**src/rtl/vga_text_pkg.sv**
```systemverilog
`default_nettype none
// ============================================================================
//  Module      : vga_text_pkg
//  Description : Shared constants and types for the VGA text console path:
//                screen geometry, VRAM layout, control codes, FSM states.
//  Revision    : 1.0  initial release
// ============================================================================
package vga_text_pkg;

    localparam int unsigned COLS          = 80;
    localparam int unsigned ROWS          = 30;
    localparam int unsigned WORDS_PER_ROW = 20;
    localparam int unsigned VRAM_WORDS    = 600;
    localparam int unsigned CTRL_REG      = 600;

    localparam logic [6:0] LF_CODE = 7'h0A;
    localparam logic [6:0] CR_CODE = 7'h0D;

    typedef enum logic [2:0] {
        IDLE      = 3'd0,
        PUT       = 3'd1,
        SCR_RD    = 3'd2,
        SCR_RDW   = 3'd3,
        SCR_WR    = 3'd4,
        SCR_BLANK = 3'd5,
        CLR       = 3'd6
    } console_state_t;

endpackage
`default_nettype wire

```
**src/rtl/text_console_writer_if.sv**
```systemverilog
`default_nettype none
// ============================================================================
//  Module      : text_console_writer_if
//  Description : Character stream, Avalon-MM master bus and cursor status
//                of the text console writer. "master" is the writer's view,
//                "slave" is the view of the feeder / VRAM side.
//  Revision    : 1.0  initial release
// ============================================================================
interface text_console_writer_if;

    logic        ch_valid;
    logic [7:0]  ch_data;
    logic        ch_ready;
    logic        clear;
    logic [9:0]  m_addr;
    logic        m_write;
    logic        m_read;
    logic [3:0]  m_byte_en;
    logic [31:0] m_writedata;
    logic [31:0] m_readdata;
    logic [6:0]  cur_col;
    logic [4:0]  cur_row;
    logic        busy;

    modport master (
        input  ch_valid, ch_data, clear, m_readdata,
        output ch_ready, m_addr, m_write, m_read, m_byte_en, m_writedata,
               cur_col, cur_row, busy
    );

    modport slave (
        output ch_valid, ch_data, clear, m_readdata,
        input  ch_ready, m_addr, m_write, m_read, m_byte_en, m_writedata,
               cur_col, cur_row, busy
    );

endinterface
`default_nettype wire

```
**src/rtl/text_cursor.sv**
```systemverilog
`default_nettype none
// ============================================================================
//  Module      : text_cursor
//  Description : Cursor column/row registers with advance, line wrap, CR,
//                newline and home. Flags when a row advance would fall off
//                the bottom row so the caller can scroll instead.
//  Revision    : 1.0  initial release
// ============================================================================
module text_cursor
    import vga_text_pkg::*;
#(
    parameter int unsigned COLS = vga_text_pkg::COLS,
    parameter int unsigned ROWS = vga_text_pkg::ROWS
) (
    input  wire logic       clk,
    input  wire logic       reset,
    input  wire logic       inc,
    input  wire logic       newline,
    input  wire logic       cr,
    input  wire logic       home,
    output logic [6:0]      col,
    output logic [4:0]      row,
    output logic            scroll_req
);

    localparam logic [6:0] C_LAST_COL = 7'(COLS - 1);
    localparam logic [4:0] C_LAST_ROW = 5'(ROWS - 1);

    logic w_at_last_col;
    logic w_row_adv;

    assign w_at_last_col = (col == C_LAST_COL);
    assign w_row_adv     = newline || (inc && w_at_last_col);
    // On the bottom row the row stays put and the screen scrolls instead.
    assign scroll_req    = w_row_adv && (row == C_LAST_ROW);

    // Cursor update: home beats newline beats CR beats character advance.
    always_ff @(posedge clk) begin
        if (reset || home) begin
            col <= 7'd0;
            row <= 5'd0;
        end else if (newline) begin
            col <= 7'd0;
            if (row != C_LAST_ROW) row <= row + 5'd1;
        end else if (cr) begin
            col <= 7'd0;
        end else if (inc) begin
            if (w_at_last_col) begin
                col <= 7'd0;
                if (row != C_LAST_ROW) row <= row + 5'd1;
            end else begin
                col <= col + 7'd1;
            end
        end
    end

endmodule
`default_nettype wire

```
**src/rtl/text_console_writer.sv**
```systemverilog
`default_nettype none
// ============================================================================
//  Module      : text_console_writer
//  Description : Turns a character byte stream into Avalon-MM byte writes to
//                the 80x30 text VRAM. Handles LF/CR, wrap, hardware scroll
//                (read/copy rows up, blank last row) and full-screen clear.
//                The control register word is never addressed.
//  Revision    : 1.0  initial release
// ============================================================================
module text_console_writer
    import vga_text_pkg::*;
#(
    parameter int unsigned COLS          = vga_text_pkg::COLS,
    parameter int unsigned ROWS          = vga_text_pkg::ROWS,
    parameter int unsigned WORDS_PER_ROW = vga_text_pkg::WORDS_PER_ROW
) (
    input  wire logic               clk,
    input  wire logic               reset,
    text_console_writer_if.master   bus
);

    localparam logic [9:0] C_ROW_WORDS   = 10'(WORDS_PER_ROW);
    localparam logic [9:0] C_SCROLL_LAST = 10'((ROWS - 1) * WORDS_PER_ROW - 1);
    localparam logic [9:0] C_LAST_WORD   = 10'(ROWS * WORDS_PER_ROW - 1);

    console_state_t r_state, w_next;

    logic [7:0]  r_char;
    logic [9:0]  r_cnt;
    logic [31:0] r_rdata;

    logic        w_accept;
    logic        w_is_lf;
    logic        w_is_cr;
    logic        w_inc, w_newline, w_cr, w_home;
    logic        w_scroll_req;
    logic [6:0]  w_col;
    logic [4:0]  w_row;
    logic [9:0]  w_put_addr;

    logic [9:0]  w_addr;
    logic        w_write, w_read;
    logic [3:0]  w_be;
    logic [31:0] w_wdata;

    assign bus.ch_ready = (r_state == IDLE) && !bus.clear && !reset;
    assign w_accept     = bus.ch_valid && bus.ch_ready;
    assign w_is_lf      = (r_char[6:0] == LF_CODE);
    assign w_is_cr      = (r_char[6:0] == CR_CODE);
    assign w_put_addr   = 10'(w_row * C_ROW_WORDS) + {5'd0, w_col[6:2]};

    text_cursor #(
        .COLS (COLS),
        .ROWS (ROWS)
    ) u_cursor (
        .clk        (clk),
        .reset      (reset),
        .inc        (w_inc),
        .newline    (w_newline),
        .cr         (w_cr),
        .home       (w_home),
        .col        (w_col),
        .row        (w_row),
        .scroll_req (w_scroll_req)
    );

    // State register.
    always_ff @(posedge clk) begin
        if (reset) r_state <= IDLE;
        else       r_state <= w_next;
    end

    // Latched character, word counter for scroll/clear, and scroll read data.
    always_ff @(posedge clk) begin
        if (reset) begin
            r_char  <= 8'd0;
            r_cnt   <= 10'd0;
            r_rdata <= 32'd0;
        end else begin
            if (w_accept) r_char <= bus.ch_data;
            case (r_state)
                IDLE, PUT:               r_cnt   <= 10'd0;
                SCR_RDW:                 r_rdata <= bus.m_readdata;
                SCR_WR, SCR_BLANK, CLR:  r_cnt   <= r_cnt + 10'd1;
                default:                 ;
            endcase
        end
    end

    // Next state, bus strobes and cursor controls.
    always_comb begin
        w_next    = r_state;
        w_addr    = 10'd0;
        w_write   = 1'b0;
        w_read    = 1'b0;
        w_be      = 4'd0;
        w_wdata   = 32'd0;
        w_inc     = 1'b0;
        w_newline = 1'b0;
        w_cr      = 1'b0;
        w_home    = 1'b0;
        case (r_state)
            IDLE: begin
                if (bus.clear)     w_next = CLR;
                else if (w_accept) w_next = PUT;
            end
            PUT: begin
                if (w_is_lf) begin
                    w_newline = 1'b1;
                end else if (w_is_cr) begin
                    w_cr = 1'b1;
                end else begin
                    w_write = 1'b1;
                    w_addr  = w_put_addr;
                    w_be    = 4'b0001 << w_col[1:0];
                    w_wdata = {4{r_char}};
                    w_inc   = 1'b1;
                end
                w_next = w_scroll_req ? SCR_RD : IDLE;
            end
            SCR_RD: begin
                w_read = 1'b1;
                w_addr = r_cnt + C_ROW_WORDS;
                w_next = SCR_RDW;
            end
            SCR_RDW: begin
                w_read = 1'b1;
                w_addr = r_cnt + C_ROW_WORDS;
                w_next = SCR_WR;
            end
            SCR_WR: begin
                w_write = 1'b1;
                w_addr  = r_cnt;
                w_be    = 4'hF;
                w_wdata = r_rdata;
                w_next  = (r_cnt == C_SCROLL_LAST) ? SCR_BLANK : SCR_RD;
            end
            SCR_BLANK: begin
                w_write = 1'b1;
                w_addr  = r_cnt;
                w_be    = 4'hF;
                if (r_cnt == C_LAST_WORD) w_next = IDLE;
            end
            CLR: begin
                w_write = 1'b1;
                w_addr  = r_cnt;
                w_be    = 4'hF;
                if (r_cnt == C_LAST_WORD) begin
                    w_home = 1'b1;
                    w_next = IDLE;
                end
            end
            default: w_next = IDLE;
        endcase
    end

    assign bus.m_addr      = w_addr;
    assign bus.m_write     = w_write;
    assign bus.m_read      = w_read;
    assign bus.m_byte_en   = w_be;
    assign bus.m_writedata = w_wdata;
    assign bus.cur_col     = w_col;
    assign bus.cur_row     = w_row;
    assign bus.busy        = (r_state != IDLE);

endmodule
`default_nettype wire
```
**src/flat_wrapper.sv**
```systemverilog
// flat-port wrapper written by rule: the top's interface ports become plain ports
module text_console_writer_flat import vga_text_pkg::*;
#(
    parameter int unsigned COLS          = vga_text_pkg::COLS,
    parameter int unsigned ROWS          = vga_text_pkg::ROWS,
    parameter int unsigned WORDS_PER_ROW = vga_text_pkg::WORDS_PER_ROW
)
  (clk, reset, bus_ch_valid, bus_ch_data, bus_clear, bus_m_readdata, bus_ch_ready, bus_m_addr, bus_m_write, bus_m_read, bus_m_byte_en, bus_m_writedata, bus_cur_col, bus_cur_row, bus_busy);
  text_console_writer_if bus_i ();
  input  wire logic clk;
  input  wire logic reset;
  input wire logic [$bits(bus_i.ch_valid)-1:0] bus_ch_valid;
  input wire logic [$bits(bus_i.ch_data)-1:0] bus_ch_data;
  input wire logic [$bits(bus_i.clear)-1:0] bus_clear;
  input wire logic [$bits(bus_i.m_readdata)-1:0] bus_m_readdata;
  output wire logic [$bits(bus_i.ch_ready)-1:0] bus_ch_ready;
  output wire logic [$bits(bus_i.m_addr)-1:0] bus_m_addr;
  output wire logic [$bits(bus_i.m_write)-1:0] bus_m_write;
  output wire logic [$bits(bus_i.m_read)-1:0] bus_m_read;
  output wire logic [$bits(bus_i.m_byte_en)-1:0] bus_m_byte_en;
  output wire logic [$bits(bus_i.m_writedata)-1:0] bus_m_writedata;
  output wire logic [$bits(bus_i.cur_col)-1:0] bus_cur_col;
  output wire logic [$bits(bus_i.cur_row)-1:0] bus_cur_row;
  output wire logic [$bits(bus_i.busy)-1:0] bus_busy;
  assign bus_i.ch_valid = bus_ch_valid;
  assign bus_i.ch_data = bus_ch_data;
  assign bus_i.clear = bus_clear;
  assign bus_i.m_readdata = bus_m_readdata;
  assign bus_ch_ready = bus_i.ch_ready;
  assign bus_m_addr = bus_i.m_addr;
  assign bus_m_write = bus_i.m_write;
  assign bus_m_read = bus_i.m_read;
  assign bus_m_byte_en = bus_i.m_byte_en;
  assign bus_m_writedata = bus_i.m_writedata;
  assign bus_cur_col = bus_i.cur_col;
  assign bus_cur_row = bus_i.cur_row;
  assign bus_busy = bus_i.busy;
  text_console_writer #(.COLS(COLS), .ROWS(ROWS), .WORDS_PER_ROW(WORDS_PER_ROW)) u_core (.clk(clk), .reset(reset), .bus(bus_i));
endmodule
```
**config.mk**
```make
export PLATFORM = sky130hd
export DESIGN_NAME = text_console_writer_flat
export DESIGN_NICKNAME = d
export VERILOG_FILES = /design/src/rtl/vga_text_pkg.sv /design/src/rtl/text_console_writer_if.sv /design/src/rtl/text_cursor.sv /design/src/rtl/text_console_writer.sv /design/src/flat_wrapper.sv
export SDC_FILE = /design/constraint.sdc
export NUM_CORES = 1
export LEC_CHECK = 0
export CORE_MARGIN = 3
export CORE_UTILIZATION = 28
export CTS_BUF_LIST = sky130_fd_sc_hd__clkbuf_16
export DETAILED_ROUTE_END_ITERATION = 12
export MAX_ROUTING_LAYER = met4
export SYNTH_ARGS = -nofsm -noshare
export SYNTH_HDL_FRONTEND = slang
export SYNTH_SLANG_ARGS = --single-unit
```
**constraint.sdc**
```tcl
create_clock -name clk -period 2.2 [get_ports clk]
set_input_delay 0.44 -clock clk [delete_from_list [all_inputs] [get_ports clk]]
set_output_delay 0.44 -clock clk [all_outputs]
set_load 0.05 [all_outputs]
```
==> flow_summary.yaml, run 1 <==
outcome:
  status: "finished with violations"
  violations: "negative setup slack"
global_routing:
  grt_max_degree: 36
  grt_pass1_wl_mm: 22.20
  overflow: 0
  antenna_found_initial: 0
  grt_pass1_vias: 4272
  grt_usage: 0.1953
power:
  p_per_area_nw_per_um2: 568.9
  combPwrFrac: 0.358
  p_switching_w: 0.001404
  power_frac_seq: 0.313
  p_leak_nw: 2.924
  ir_worst_vdd_v: 0.0004124
  switching_share: 0.3424
  p_int_w: 0.002697
  power_frac_clock: 0.328
timing:
  rsz0062_at_grt: "yes"
  fin_worst_skew_ns: 0.006535
  hold_violations: 0
  slew_viol_final: 0
  setup_ws_ns: -0.6389
  fmax_mhz: 352.3
  period_share: 1.290
  min_period_ns: 2.839
  fin_hold_ws_ns: 0.4548
  finalSetupViolCount: 36
  slew_headroom: 0.6327
  tightest_slew_ns: 0.5492
synth:
  ys_seq_area_frac: 0.3428
  ys_ff_latch: 65
  synth_area_um2: 3796
  synth_ff_type: "dfxtp_1"
  syn_inst: 499
  yosysWarnings: 0
  syn_nets: 564
  async_flop_share: 0
  ys_types: 57
  synth_edf_count: 0
  syn_avg_cell_area_um2: 7.607
setup_path:
  crit_arrival_ns: 2.40
  end_kind: "output pin"
  crit_path_cell_trace: "ha_4, ha_4, inv_2, fa_2, xor2_4, nor4b_4, a21oi_2, o21ai_4, buf_12"
  start_kind: "register"
  cp_max_fo: 3
  critPathMaxStageDelay_ns: 0.38
  critPathKind: "reg2out"
  required_ns: 1.76
  critPathSlowestCell: "fa_2"
  worst_path_most_repeated_cell: "ha_4"
die:
  rows: 41
  io_pins: 106
  die_h_um: 122.4
  die_w_um: 122.4
  die_area_um2: 14990
  start_util: 0.2937
  core_area_um2: 12930
final_layout:
  fin_cells: 844
  num_antenna_cells: 0
  syn2layout_area_growth_pct: 89.91
  nNetsFinal: 732
  fin_area_um2: 7209
  fill_cells: 1107
  drive_gt1_frac: 0.3705
routing:
  routed_wl_mm: 14.17
  first_iter_violations: 291
  routed-via-count: 4226
  first_pass_iters: 4
  wl_per_cell_um: 16.79
  ant_nets: 0
  viasPerCell: 5.007
  drc: 0
cts:
  clkSinkCount: 65
  cts_hold_buf: 0
  cts_buffers: 9
  clk_latency_ns: 0.34
  cts_root_buffer: "clkbuf_16"
  clkTransAtPathRegs_ns: 0.06
  h-tree-depth: 3
  clockBufferDepth: 2
  cts_tree: "yes"
placed_design:
  gp_congestion: 0.9014
  numPortBuffers: 105
  dp.cells: 799
  dp_hpwl_mm: 9.793
  place_area_um2: 6096
hold_path:
  min_path_type: "reg2reg"
run:
  cap_violations: 0
-- area by class of cell --
cell class / count / area (um2) / share of cell area
clock inverter: 7 / 52.55 / 0.007289
tap: 172 / 215.2 / 0.02985
clock buffer: 9 / 225.2 / 0.03124
sequential: 65 / 1336 / 0.1854
multi-input combinational: 392 / 2968 / 0.4117
timing repair buffer: 185 / 2360 / 0.3273
inverter: 14 / 52.55 / 0.007289
-- stage by stage --
stage / worst slack [ns] / TNS (ns) / utilization / total power [W]
floorplan: -0.3612 / -1.103 / - / 0.001901
global placement: -0.2754 / -0.9014 / 0.4715 / 0.002444
detailed placement: -0.3262 / -1.125 / 0.4715 / 0.002461
CTS: -0.6584 / -11.16 / 0.5472 / 0.004102
global route: -0.6933 / -13.42 / 0.5577 / 0.004268
finish: -0.6389 / -11.02 / 0.5577 / 0.004101
-- routing by layer --
| metal | global-route usage | part of all wire |
|---|---|---|
| met4 | 0.06578 | 0.020 |
| met2 | 0.3188 | 0.49 |
| met5 | - | 0 |
| met1 | 0.2237 | 0.40 |
| met3 | 0.06866 | 0.089 |
-- cells in the final DEF, fill, tap and decap left out, types with 3 or more instances in the layout --
cell	Yosys	final
a21o_1	6	6
a21oi_1	54	52
a22o_4	0	16
a22oi_1	7	7
a311oi_1	3	3
buf_12	0	55
buf_4	0	56
buf_6	0	14
clkbuf_16	0	10
clkdlybuf4s50_1	0	53
clkinvlp_4	0	3
dfxtp_1	65	51
dfxtp_2	0	7
dfxtp_4	0	7
ha_1	19	13
ha_4	0	6
inv_1	13	12
inv_6	0	3
mux2_1	3	3
mux2_2	5	5
nand2_1	125	100
nand2_2	0	13
nand2_4	0	11
nand2b_1	5	3
nand3_1	11	11
nand3b_1	3	3
nand4_1	3	3
nand4b_1	3	3
nor2_1	30	26
nor2_4	1	4
nor2b_1	9	9
nor3_1	9	8
o21ai_0	22	16
o21ai_4	0	6
or3_1	6	5
xnor2_1	9	8
-- registers in the layout, indices dropped and copies added (netlist names) --
name,flops
u_core.r_rdata,32
u_core.r_cnt,10
u_core.r_char,8
u_core.u_cursor.col,7
u_core.u_cursor.row,5
u_core.r_state,3
-- critical path, delay by kind of cell, from the launching register on --
kind	cells	cell delay, ns
buffers and inverters	2	0.18
AND/OR/NAND/NOR	1	0.31
AO/OA/AOI/OAI	2	0.26
XOR/XNOR	1	0.20
flip-flops	1	0.34
adder cells (fa/ha/maj)	3	0.78
-- power groups by stage --
stage,logic (W),registers [W],clock network (W)
global placement,0.00115,0.00129,0
CTS,0.00144,0.00128,0.00138
finish,0.00147,0.00129,0.00135
floorplan,0.000604,0.00130,0
global route,0.00155,0.00129,0.00142
detailed placement,0.00116,0.00130,0
-- cell families (layout without fill, tap and decap cells) --
logic type / Yosys count / count (layout) / share of synthesized area
flip-flops: 65 / 65 / 0.3428
adder cells (fa/ha/maj): 21 / 21 / 0.07317
XOR/XNOR: 15 / 15 / 0.03461
AND/OR/NAND/NOR: 223 / 223 / 0.2736
AO/OA/AOI/OAI: 125 / 125 / 0.2093
buffers and inverters: 42 / 215 / 0.04285
multiplexers: 8 / 8 / 0.02373
-- final timing paths --
path / from / end / slack (ns) / cells after the start
worst min register to register: u_core.r_rdata[20]$_SDFFE_PP0P_ / u_core.r_rdata[20]$_SDFFE_PP0P_ / 0.45 / 2
worst min-delay path: u_core.r_rdata[20]$_SDFFE_PP0P_ / u_core.r_rdata[20]$_SDFFE_PP0P_ / 0.45 / 2
worst max register to register: u_core.r_char[6]$_SDFFE_PP0P_ / u_core.u_cursor.row[4]$_SDFFE_PP0P_ / -0.04 / 9
worst max-delay path: u_core.u_cursor.row[3]$_SDFFE_PP0P_ / bus_m_addr[9] / -0.64 / 9
-- synthesized netlist by cell type, drive strengths merged (2+ instances only) --
cell / count / area share
a211oi: 2 / 0.0040
a21o: 6 / 0.012
a21oi: 55 / 0.074
a22o: 16 / 0.037
a22oi: 7 / 0.014
a311oi: 3 / 0.0069
a31oi: 2 / 0.0033
and2: 3 / 0.0049
and3: 2 / 0.0033
buf: 6 / 0.0073
clkbuf: 22 / 0.022
dfxtp: 65 / 0.34
fa: 2 / 0.011
ha: 19 / 0.063
inv: 14 / 0.014
mux2: 8 / 0.024
nand2: 125 / 0.12
nand2b: 5 / 0.0082
nand3: 11 / 0.015
nand3b: 3 / 0.0059
nand4: 3 / 0.0049
nand4b: 3 / 0.0069
nor2: 31 / 0.033
nor2b: 9 / 0.015
nor3: 10 / 0.015
nor3b: 3 / 0.0072
nor4b: 2 / 0.0046
o21ai: 22 / 0.029
o31ai: 2 / 0.0040
or3: 6 / 0.0099
or4b: 2 / 0.0063
xnor2: 9 / 0.021
xor2: 6 / 0.014
-- what timing repair did --
item | 4_1_cts | 5_1_grt
gates cloned | 5 | 0
endpoints found under the setup margin | 48 | 52
setup buffers | 22 | 6
pin swaps | 33 | 18
resized for setup | 77 | 34
Note: power is estimated with default switching activity, not from simulation.
==> inputs of run 2 (changes only) <==
--- a/config.mk
+++ b/config.mk
@@ -12,4 +12,5 @@
 export MAX_ROUTING_LAYER = met4
 export SYNTH_ARGS = -nofsm -noshare
 export SYNTH_HDL_FRONTEND = slang
+export SYNTH_HIERARCHICAL = 1
 export SYNTH_SLANG_ARGS = --single-unit
==> run 2 against run 1 <==
- die area increased by 0.41%
- clock skew hardly changed
- global-route usage decreased by 2.0 points
- critical path type unchanged
- maximum frequency down 0.22%
- largest power group unchanged
- synthesized cell count increased by 0.20%
- combinational power up 97%
- the flow still finishes with violations (negative setup slack)
- design area fell by 5.5%
- critical endpoint unchanged
==> flow_summary.yaml, run 2 <==
placed_design:
  dp_hpwl_mm: 9.020
  gp_congestion: 0.8934
  dp.cells: 796
  numPortBuffers: 105
power:
  switching_share: 0.4021
  power_frac_seq: 0.245
  p_leak_nw: 2.753
  combPwrFrac: 0.509
  ir_worst_vdd_v: 0.0003963
  p_per_area_nw_per_um2: 832.1
  p_switching_w: 0.002279
  p_int_w: 0.003390
  power_frac_clock: 0.246
routing:
  ant_nets: 0
  wl_met3_um: 898
  drc: 0
  first_pass_iters: 4
  wl_met2_mm: 6.215
  met1_length_mm: 5.667
  wl_per_cell_um: 15.59
  routed.top_layer: "met4"
  routed-via-count: 4128
  routed_wl_mm: 12.99
  viasPerCell: 4.956
  first_iter_violations: 201
global_routing:
  overflow: 0
  grt_usage: 0.1752
  grt_pass1_vias: 4115
  grt_max_degree: 38
  antenna_found_initial: 0
  grt_pass1_wl_mm: 20.13
synth:
  syn_nets: 562
  synthTopCellsByCount: "nand2_1 (122), dfxtp_1 (65), a21oi_1 (46)"
  syn_inst: 500
  yosysWarnings: 6
  ys_ff_latch: 65
  synth_area_um2: 3812
  synth_ff_type: "dfxtp_1"
  synth.most_common_cell: "nand2_1"
  async_flop_share: 0
  yosys.area.top_type_share: 0.3413
  ys_types: 55
  synth_edf_count: 0
  ys_seq_area_frac: 0.3413
  ys_top_cells_by_area: "dfxtp_1 (34%), nand2_1 (12%), a21oi_1 (6.0%)"
  synth_top_area_cell: "dfxtp_1"
  syn_avg_cell_area_um2: 7.625
outcome:
  status: "finished with violations"
  violations: "negative setup slack"
timing:
  slew_headroom: 0.6587
  fin_hold_ws_ns: 0.4528
  slew_viol_final: 0
  min_period_ns: 2.845
  rsz0062_at_grt: "yes"
  tightest_slew_ns: 0.5103
  hold_violations: 0
  setup_ws_ns: -0.6452
  finalSetupViolCount: 21
  fmax_mhz: 351.5
  fin_worst_skew_ns: 0.006178
  period_share: 1.293
cts:
  cts_hold_buf: 0
  clockBufferDepth: 2
  h-tree-depth: 3
  clkSinkCount: 65
  cts_buffers: 9
  clk_latency_ns: 0.34
  cts_tree: "yes"
  cts_root_buffer: "clkbuf_16"
  clkTransAtPathRegs_ns: 0.05
die:
  core_area_um2: 13300
  io_pins: 106
  rows: 42
  die_area_um2: 15050
  die_h_um: 122.7
  die_w_um: 122.7
  start_util: 0.2867
final_layout:
  syn2layout_area_growth_pct: 78.70
  layout_commonest_cell: "nand2_1"
  reg_top3: "u_core/r_rdata x32, u_core/r_cnt x10, u_core/r_char x8"
  largest_reg_flops: 32
  fin_cells: 833
  final_cell_mix: "nand2_1 (97), clkdlybuf4s50_1 (52), dfxtp_1 (52)"
  max_flop_register: "u_core/r_rdata"
  drive_gt1_frac: 0.3638
  num_antenna_cells: 0
  nNetsFinal: 715
run:
  cap_violations: 0
setup_path:
  end_kind: "output pin"
  critPathKind: "reg2out"
  required_ns: 1.76
  start_kind: "register"
  crit_arrival_ns: 2.41
  cp_max_fo: 2
hold_path:
  min_path_type: "reg2reg"
[run 2: power groups by stage]
stage | combinational, W | clock [W] | sequential (W)
floorplan | 0.00143 | 0 | 0.00143
global placement | 0.00235 | 0 | 0.00139
detailed placement | 0.00238 | 0 | 0.00140
CTS | 0.00263 | 0.00144 | 0.00138
global route | 0.00307 | 0.00148 | 0.00141
finish | 0.00289 | 0.00139 | 0.00139
[run 2: per-layer routing]
layer | vias to the layer above | global-route usage
met1 | 1962 | 0.2145
met2 | 121 | 0.2716
met5 | - | -
li1 | 2028 | -
met3 | 17 | 0.05714
met4 | 0 | 0.06018
[run 2: stage by stage]
step	area [um2]	setup WS, ns	power (W)	utilization	setup TNS, ns
after global placement	5660	-0.3130	0.003747	0.4257	-0.8534
after floorplan	3964	-0.7498	0.002854	-	-1.550
after global routing	6813	-0.7370	0.005958	0.5124	-4.899
after CTS	6441	-0.6813	0.005457	0.4845	-5.194
final	6813	-0.6452	0.005669	0.5124	-3.214
after detailed placement	5660	-0.3585	0.003780	0.4257	-1.096
[run 2: critical path, stage by stage, from the launching register on]
cell and delay, ns:
dfxtp_4 0.35, ha_4 0.27, ha_4 0.13, inv_2 0.03, fa_2 0.36, xor2_2 0.17, inv_1 0.16, a32oi_1 0.13
o211ai_1 0.26, clkbuf_16 0.22
[run 2: final timing paths]
kind	endpoint	startpoint	slack, ns	cells past startpoint
worst max-delay path	bus_m_addr[9]	u_core/u_cursor/row[1]$_SDFFE_PP0P_	-0.65	9
worst min-delay path	u_core/r_rdata[0]$_SDFFE_PP0P_	u_core/r_rdata[0]$_SDFFE_PP0P_	0.45	2
worst max register to register	u_core/u_cursor/row[3]$_SDFFE_PP0P_	u_core/r_char[1]$_SDFFE_PP0P_	0.07	11
worst min register to register	u_core/r_rdata[0]$_SDFFE_PP0P_	u_core/r_rdata[0]$_SDFFE_PP0P_	0.45	2
[run 2: logic make-up (layout without fill, tap and decap cells)]
| logic type | Yosys count | in the layout | share of synthesized area |
|---|---|---|---|
| AOI/OAI and AO/OA | 123 | 123 | 0.2094 |
| xor gates and xnor gates | 20 | 20 | 0.04595 |
| adders and majority gates | 18 | 18 | 0.06301 |
| buffers and inverters | 48 | 205 | 0.05382 |
| DFF | 65 | 65 | 0.3413 |
| muxes | 3 | 3 | 0.007877 |
| and+or+nand+nor | 223 | 223 | 0.2786 |
[run 2: layout make-up]
class	count	area, um2
Fill cell	1194	6482
Multi-Input combinational cell	387	2872
Timing Repair Buffer	171	2022
Sequential cell	65	1335
Clock buffer	9	225.2
Tap cell	176	220.2
Inverter	19	78.83
Clock inverter	6	60.06
[run 2: repair_timing]
action / in CTS / in global routing
pin swaps: 23 / 17
resized for setup: 97 / 64
gates cloned: 0 / 2
buffers inserted: 13 / 10
endpoints found under the setup margin: 38 / 54
